**src/rtl/wb_arbiter_2to1.sv**
```systemverilog
// Two-master, one-slave Wishbone B4 classic arbiter.
// Round-robin grant held for the whole cycle, with an optional hang watchdog.
module wb_arbiter_2to1 #(
  parameter int unsigned TIMEOUT_CYCLES = 255
) (
  input  logic        clk_i,
  input  logic        rst_i,
  input  logic        m0_cyc_i,
  input  logic        m0_stb_i,
  input  logic        m0_we_i,
  input  logic [31:0] m0_adr_i,
  input  logic [3:0]  m0_sel_i,
  input  logic [31:0] m0_dat_i,
  output logic [31:0] m0_dat_o,
  output logic        m0_ack_o,
  output logic        m0_err_o,
  output logic        m0_rty_o,
  input  logic        m1_cyc_i,
  input  logic        m1_stb_i,
  input  logic        m1_we_i,
  input  logic [31:0] m1_adr_i,
  input  logic [3:0]  m1_sel_i,
  input  logic [31:0] m1_dat_i,
  output logic [31:0] m1_dat_o,
  output logic        m1_ack_o,
  output logic        m1_err_o,
  output logic        m1_rty_o,
  output logic        s_cyc_o,
  output logic        s_stb_o,
  output logic        s_we_o,
  output logic [31:0] s_adr_o,
  output logic [3:0]  s_sel_o,
  output logic [31:0] s_dat_o,
  input  logic [31:0] s_dat_i,
  input  logic        s_ack_i,
  input  logic        s_err_i,
  input  logic        s_rty_i
);

  localparam bit WD_EN = (TIMEOUT_CYCLES != 0);
  localparam int WDW =
    WD_EN ? $clog2(TIMEOUT_CYCLES + 1) : 1;
  localparam logic [WDW-1:0] WD_MAX =
    WDW'(TIMEOUT_CYCLES);

  typedef enum logic [1:0] {
    IDLE,
    GNT0,
    GNT1
  } state_t;

  state_t         state_q;
  state_t         state_d;
  logic           lg_q;
  logic [WDW-1:0] wd_q;
  logic [WDW-1:0] wd_d;

  logic        g_cyc;
  logic        g_stb;
  logic        g_we;
  logic [31:0] g_adr;
  logic [3:0]  g_sel;
  logic [31:0] g_dat;
  logic        term;
  logic        wd_fire;
  logic        gnt0;
  logic        gnt1;

  // Round-robin pick: on contention the master that was not last granted wins.
  function automatic state_t arb(
    input logic c0,
    input logic c1,
    input logic lg
  );
    state_t r;
    r = IDLE;
    if (c0 && c1) r = lg ? GNT0 : GNT1;
    else if (c0)  r = GNT0;
    else if (c1)  r = GNT1;
    return r;
  endfunction

  // Next-state: hold grant while owner keeps cyc, otherwise re-arbitrate.
  always_comb begin
    state_d = state_q;
    unique case (state_q)
      IDLE:    state_d = arb(m0_cyc_i, m1_cyc_i, lg_q);
      GNT0:    if (!m0_cyc_i)
                 state_d = arb(m0_cyc_i, m1_cyc_i, lg_q);
      GNT1:    if (!m1_cyc_i)
                 state_d = arb(m0_cyc_i, m1_cyc_i, lg_q);
      default: state_d = IDLE;
    endcase
  end

  // State, last-grant and watchdog registers.
  always_ff @(posedge clk_i) begin
    if (rst_i) begin
      state_q <= IDLE;
      lg_q    <= 1'b1;
      wd_q    <= '0;
    end else begin
      state_q <= state_d;
      wd_q    <= wd_d;
      if (state_d == GNT0 && state_q != GNT0)
        lg_q <= 1'b0;
      else if (state_d == GNT1 && state_q != GNT1)
        lg_q <= 1'b1;
    end
  end

  assign gnt0 = (state_q == GNT0);
  assign gnt1 = (state_q == GNT1);

  // Select the granted master's request bundle; zeros when idle.
  always_comb begin
    g_cyc = 1'b0;
    g_stb = 1'b0;
    g_we  = 1'b0;
    g_adr = '0;
    g_sel = '0;
    g_dat = '0;
    unique case (1'b1)
      gnt0: begin
        g_cyc = m0_cyc_i;
        g_stb = m0_stb_i;
        g_we  = m0_we_i;
        g_adr = m0_adr_i;
        g_sel = m0_sel_i;
        g_dat = m0_dat_i;
      end
      gnt1: begin
        g_cyc = m1_cyc_i;
        g_stb = m1_stb_i;
        g_we  = m1_we_i;
        g_adr = m1_adr_i;
        g_sel = m1_sel_i;
        g_dat = m1_dat_i;
      end
      default: ;
    endcase
  end

  assign term = s_ack_i | s_err_i | s_rty_i;

  // A real slave termination always beats a forced error.
  assign wd_fire = WD_EN && g_cyc && g_stb &&
                   !term && (wd_q == WD_MAX);

  // Watchdog count: runs only while a strobe waits unanswered.
  always_comb begin
    wd_d = wd_q;
    if (!WD_EN || state_q == IDLE ||
        state_d != state_q || term || wd_fire)
      wd_d = '0;
    else if (g_cyc && g_stb)
      wd_d = wd_q + WDW'(1);
  end

  assign s_cyc_o = g_cyc;
  assign s_stb_o = g_stb & ~wd_fire;
  assign s_we_o  = g_we;
  assign s_adr_o = g_adr;
  assign s_sel_o = g_sel;
  assign s_dat_o = g_dat;

  assign m0_dat_o = gnt0 ? s_dat_i : '0;
  assign m0_ack_o = gnt0 & s_ack_i;
  assign m0_err_o = gnt0 & (s_err_i | wd_fire);
  assign m0_rty_o = gnt0 & s_rty_i;

  assign m1_dat_o = gnt1 ? s_dat_i : '0;
  assign m1_ack_o = gnt1 & s_ack_i;
  assign m1_err_o = gnt1 & (s_err_i | wd_fire);
  assign m1_rty_o = gnt1 & s_rty_i;

endmodule

```
**config.mk**
```make
export PLATFORM = sky130hd
export DESIGN_NAME = wb_arbiter_2to1
export DESIGN_NICKNAME = d
export VERILOG_FILES = /design/src/rtl/wb_arbiter_2to1.sv
export SDC_FILE = /design/constraint.sdc
export NUM_CORES = 1
export LEC_CHECK = 0
export ABC_AREA = 1
export BUFFER_PORTS_ARGS = -buffer_cell sky130_fd_sc_hd__buf_2
export CAP_MARGIN = 10
export CORE_AREA = 2 2 123 125
export CTS_CLUSTER_DIAMETER = 200
export DETAILED_ROUTE_END_ITERATION = 6
export DIE_AREA = 0 0 125 127
export PLACE_DENSITY = 0.57
export SKIP_CTS_REPAIR_TIMING = 1
export SYNTH_ARGS = -nofsm -noshare
export SYNTH_HDL_FRONTEND = slang
export SYNTH_SLANG_ARGS = --single-unit
export TNS_END_PERCENT = 10
```
**constraint.sdc**
```tcl
create_clock -name clk_i -period 3.95 [get_ports clk_i]
set_input_delay 0.395 -clock clk_i [delete_from_list [all_inputs] [get_ports clk_i]]
set_output_delay 0.395 -clock clk_i [all_outputs]
set_load 0.005 [all_outputs]
```
==> summary.txt <==
Outcome
  – Outcome: finished clean

Place
  – Placed inst area: 0.004212 mm²
  – Detailed-placement wirelength estimate: 11,780 µm
  – Placer congestion estimate: 0.8445
  – Post-Place Worst Slack: 1.364 ns
  – PortBufs: 319

Synthesis
  – Most frequently used flop master after synthesis: dfxtp_1
  – Proportion of synthesized flip-flops having asynchronous set or reset: 0%
  – Simple-gate area share of the yosys netlist: 50.41%
  – Synthesized area: 0.002450 mm²
  – Xor and xnor fraction of the mapped netlist area: 1.073%
  – Ys Warns: 0
  – Adder and majority cell fraction of the synthesized area: 2.554%
  – Compound-cell area share of the yosys netlist: 16.45%
  – Dominant cell by count in the synthesized netlist: nand2_1
  – Top cells by count, synth: 243 x nand2_1, 94 x inv_1, 75 x a21oi_1
  – Post-synth top area share: 37.23%
  – Largest area contributor in the synthesized netlist: nand2_1
  – Number of standard cells after synthesis: 514
  – Number of enable-type register cells in the synthesized netlist: 0
  – Syn_nets: 698
  – Synthesized area divided by synthesized cell count: 4.766 µm²
  – Post-synthesis sequential area ratio: 8.989%
  – Main area contributors after synthesis: nand2_1 37%, a21oi_1 15%, inv_1 14%, dfxtp_1 9.0%, nor3_2 3.3%
  – Post-synthesis sequential element count: 11
  – Largest family of logic cells by synthesized area: simple AND/OR/NAND/NOR gates
  – Count of different cell masters after synthesis: 27
  – Proportion of synthesized area in mux cells: 0%

Timing
  – Crit path setup slack, layout: 1.129 ns
  – Worst setup skew after layout: 0.003946 ns
  – Max transition margin: 37.29%
  – Setup tns final: 0 ns
  – Actual transition at the worst max-transition pin: 0.9407 ns
  – RSZ-0062 raised after global routing: no
  – Total count of max-transition violations in the final report: 0
  – Final Cycle Share: 71.42%
  – Total of endpoints with negative setup slack in the final report: 0
  – Max frequency: 354.5 MHz
  – Post-layout minimum cycle time: 2.821 ns
  – Endpoints failing hold: 0

Setup path
  – Required time of the worst setup path: 3.56 ns
  – Worst reg2reg path depth: 11
  – Endpoint of the worst-slack reg-to-reg timing path: wd_q[5]
  – Category of the worst setup path capture point: primary output
  – Flop2flop setup slack: 1.56 ns
  – Cell with the largest stage delay on the worst path: inv_2
  – Ordered cell list for the critical path: inv_1 -> ha_1 -> inv_2 -> buf_4 -> a21oi_1 -> buf_2
  – Critical path class: flop to primary output
  – Highest cell delay on the worst timing path: 0.66 ns
  – Crit. Startpoint: state_q[0]
  – Reg-to-reg startpoint: state_q[0]
  – Critical Path Source Type: flop
  – Crit path arrival time: 2.43 ns
  – Maximum fanout encountered on the critical timing path: 50

Global route
  – Number of antenna violations at the first check in global routing: 3
  – Remaining global-route overflow: 0
  – Largest net degree at the start of global routing: 51
  – GRT Util Overall: 16.35%
  – Number of global-route vias before repair: 3,826
  – Wire length of the first global-routing pass: 20,870 µm

Die
  – Std-Cell Rows: 44
  – Ports placed on the boundary: 320
  – Area of the die: 0.01588 mm²
  – Height of the chip: 127 µm
  – Initial standard-cell utilization of the core: 16.98%
  – Floorplan die width: 125 µm
  – Standard cell core area: 0.01442 mm²

Drt
  – Number of design-rule violations left by the first detailed-router iteration: 221
  – Routed wirelength normalized by instance count: 14.15 µm
  – Pre-antenna DRT Iters: 4
  – Average via count per standard cell: 4.037
  – Total number of vias: 4,025
  – ANT nets after route: 0
  – Drt total wl: 14,110 µm
  – Residual DRC count: 0

Power
  – Power density relative to cell area: 167.0 mW/mm²
  – Highest ir drop seen on vdd: 0.1263 mV
  – Leakage dissipation: 0.002863 µW

Finish
  – Layout cell share with drive strength beyond 1: 43.72%
  – Net total in the final layout: 997
  – Signed area change from the synthesized netlist to the final layout: 75.23%
  – Post-route standard cell area excluding fillers: 0.004293 mm²

Clock tree
  – Clock buffers created by TritonCTS: 3
  – Largest buffer count on any clock path: 2
  – Clock transition at the registers of the reported paths: 0.05 ns
  – H-tree Lvls: 1
  – Clock sink count: 11
  – Skew-Pair Late Insertion Delay: 0.24 ns
  – Cell chosen for the clock root: clkbuf_16
  – Clock tree from TritonCTS: built

Hold path
  – Worst hold path class: input port to flop
  – Launch instance of the worst min-delay path: rst_i
  – Min-Delay Endpoint: state_q[1]
  – Hold Crit Depth: 2

Flow run
  – Count of max-cap constraint violations: 0
-- layout by cell type (no fill, tap or decap), types with 3 or more instances in the layout --
cell         n
nor3_2       8
nand3_1      7
buf_4        6
a21oi_1     75
ha_1         3
clkbuf_16    3
o21ai_0      3
nand2_2      7
dfxtp_1     11
inv_2        4
inv_1       94
buf_2      319
nor2_1      11
nand2_1    243
-- state kept, by name, summed over array words and instances, names as in the netlist --
signal   flops
lg_q         1
wd_q         8
state_q      2
-- through the flow --
stage          hold WS [ns]  total power [µW]  utilization (%)  instances
2_1_floorplan        0.4535             319.7                -        514
3_3_place_gp         0.4728             536.0            29.20        992
3_5_place_dp         0.4770             534.3            29.20        992
4_1_cts              0.3719             726.0            29.74        996
5_1_grt              0.3906             777.2            29.76        997
6_report             0.3635             716.9            29.76        997
-- where the power goes --
part           leakage [µW]  internal, µW  total, µW  switching, µW
sequential        0.0000891           115        119           4.35
combinational       0.00274           165        408            243
clock             0.0000382           136        190           53.6
-- critical path: cells and delay by family, from the launching register on --
family                   cells  cell delay (ns)
buffers and inverters        4             1.25
AO/OA/AOI/OAI                1             0.05
flip-flops                   1             0.44
adder cells (fa/ha/maj)      1             0.38
-- cell families (layout without fill, tap and decap cells) --
| group | after synthesis | in the layout |
|---|---|---|
| xor+xnor | 3 | 3 |
| other cells | 0 | 1 |
| buf+inv | 129 | 427 |
| simple gates | 286 | 286 |
| fa+ha+maj | 5 | 5 |
| compound gates | 80 | 80 |
| flops | 11 | 11 |
-- routing by layer --
metal | vias to the layer above | track usage, % | wire length (µm)
li1 | 2123 | - | -
met2 | 171 | 30.27 | 7410
met5 | - | 0 | 27
met3 | 17 | 3.392 | 907
met1 | 1710 | 19.54 | 5574
met4 | 4 | 3.333 | 188
-- layout make-up --
cell class,instances,area [µm²]
well taps,184,230.2
diodes,1,2.502
inverters,98,367.9
fillers,1689,10130
clock buffers,4,78.83
multi-input cells,374,1752
repair buffers,325,1642
flip-flops and latches,11,220.2
-- worst max path at each step --
stage                     cells past startpoint     endpoint  slack [ns]
after global placement                        6   s_dat_o[9]        1.39
after floorplan                               6     m0_err_o        2.20
final                                         6   s_dat_o[3]        1.13
after global routing                          6   s_dat_o[3]        0.93
after detailed placement                      6  s_dat_o[30]        1.36
after CTS                                     6  s_dat_o[30]        1.08
(Power assumes the default switching activity.)
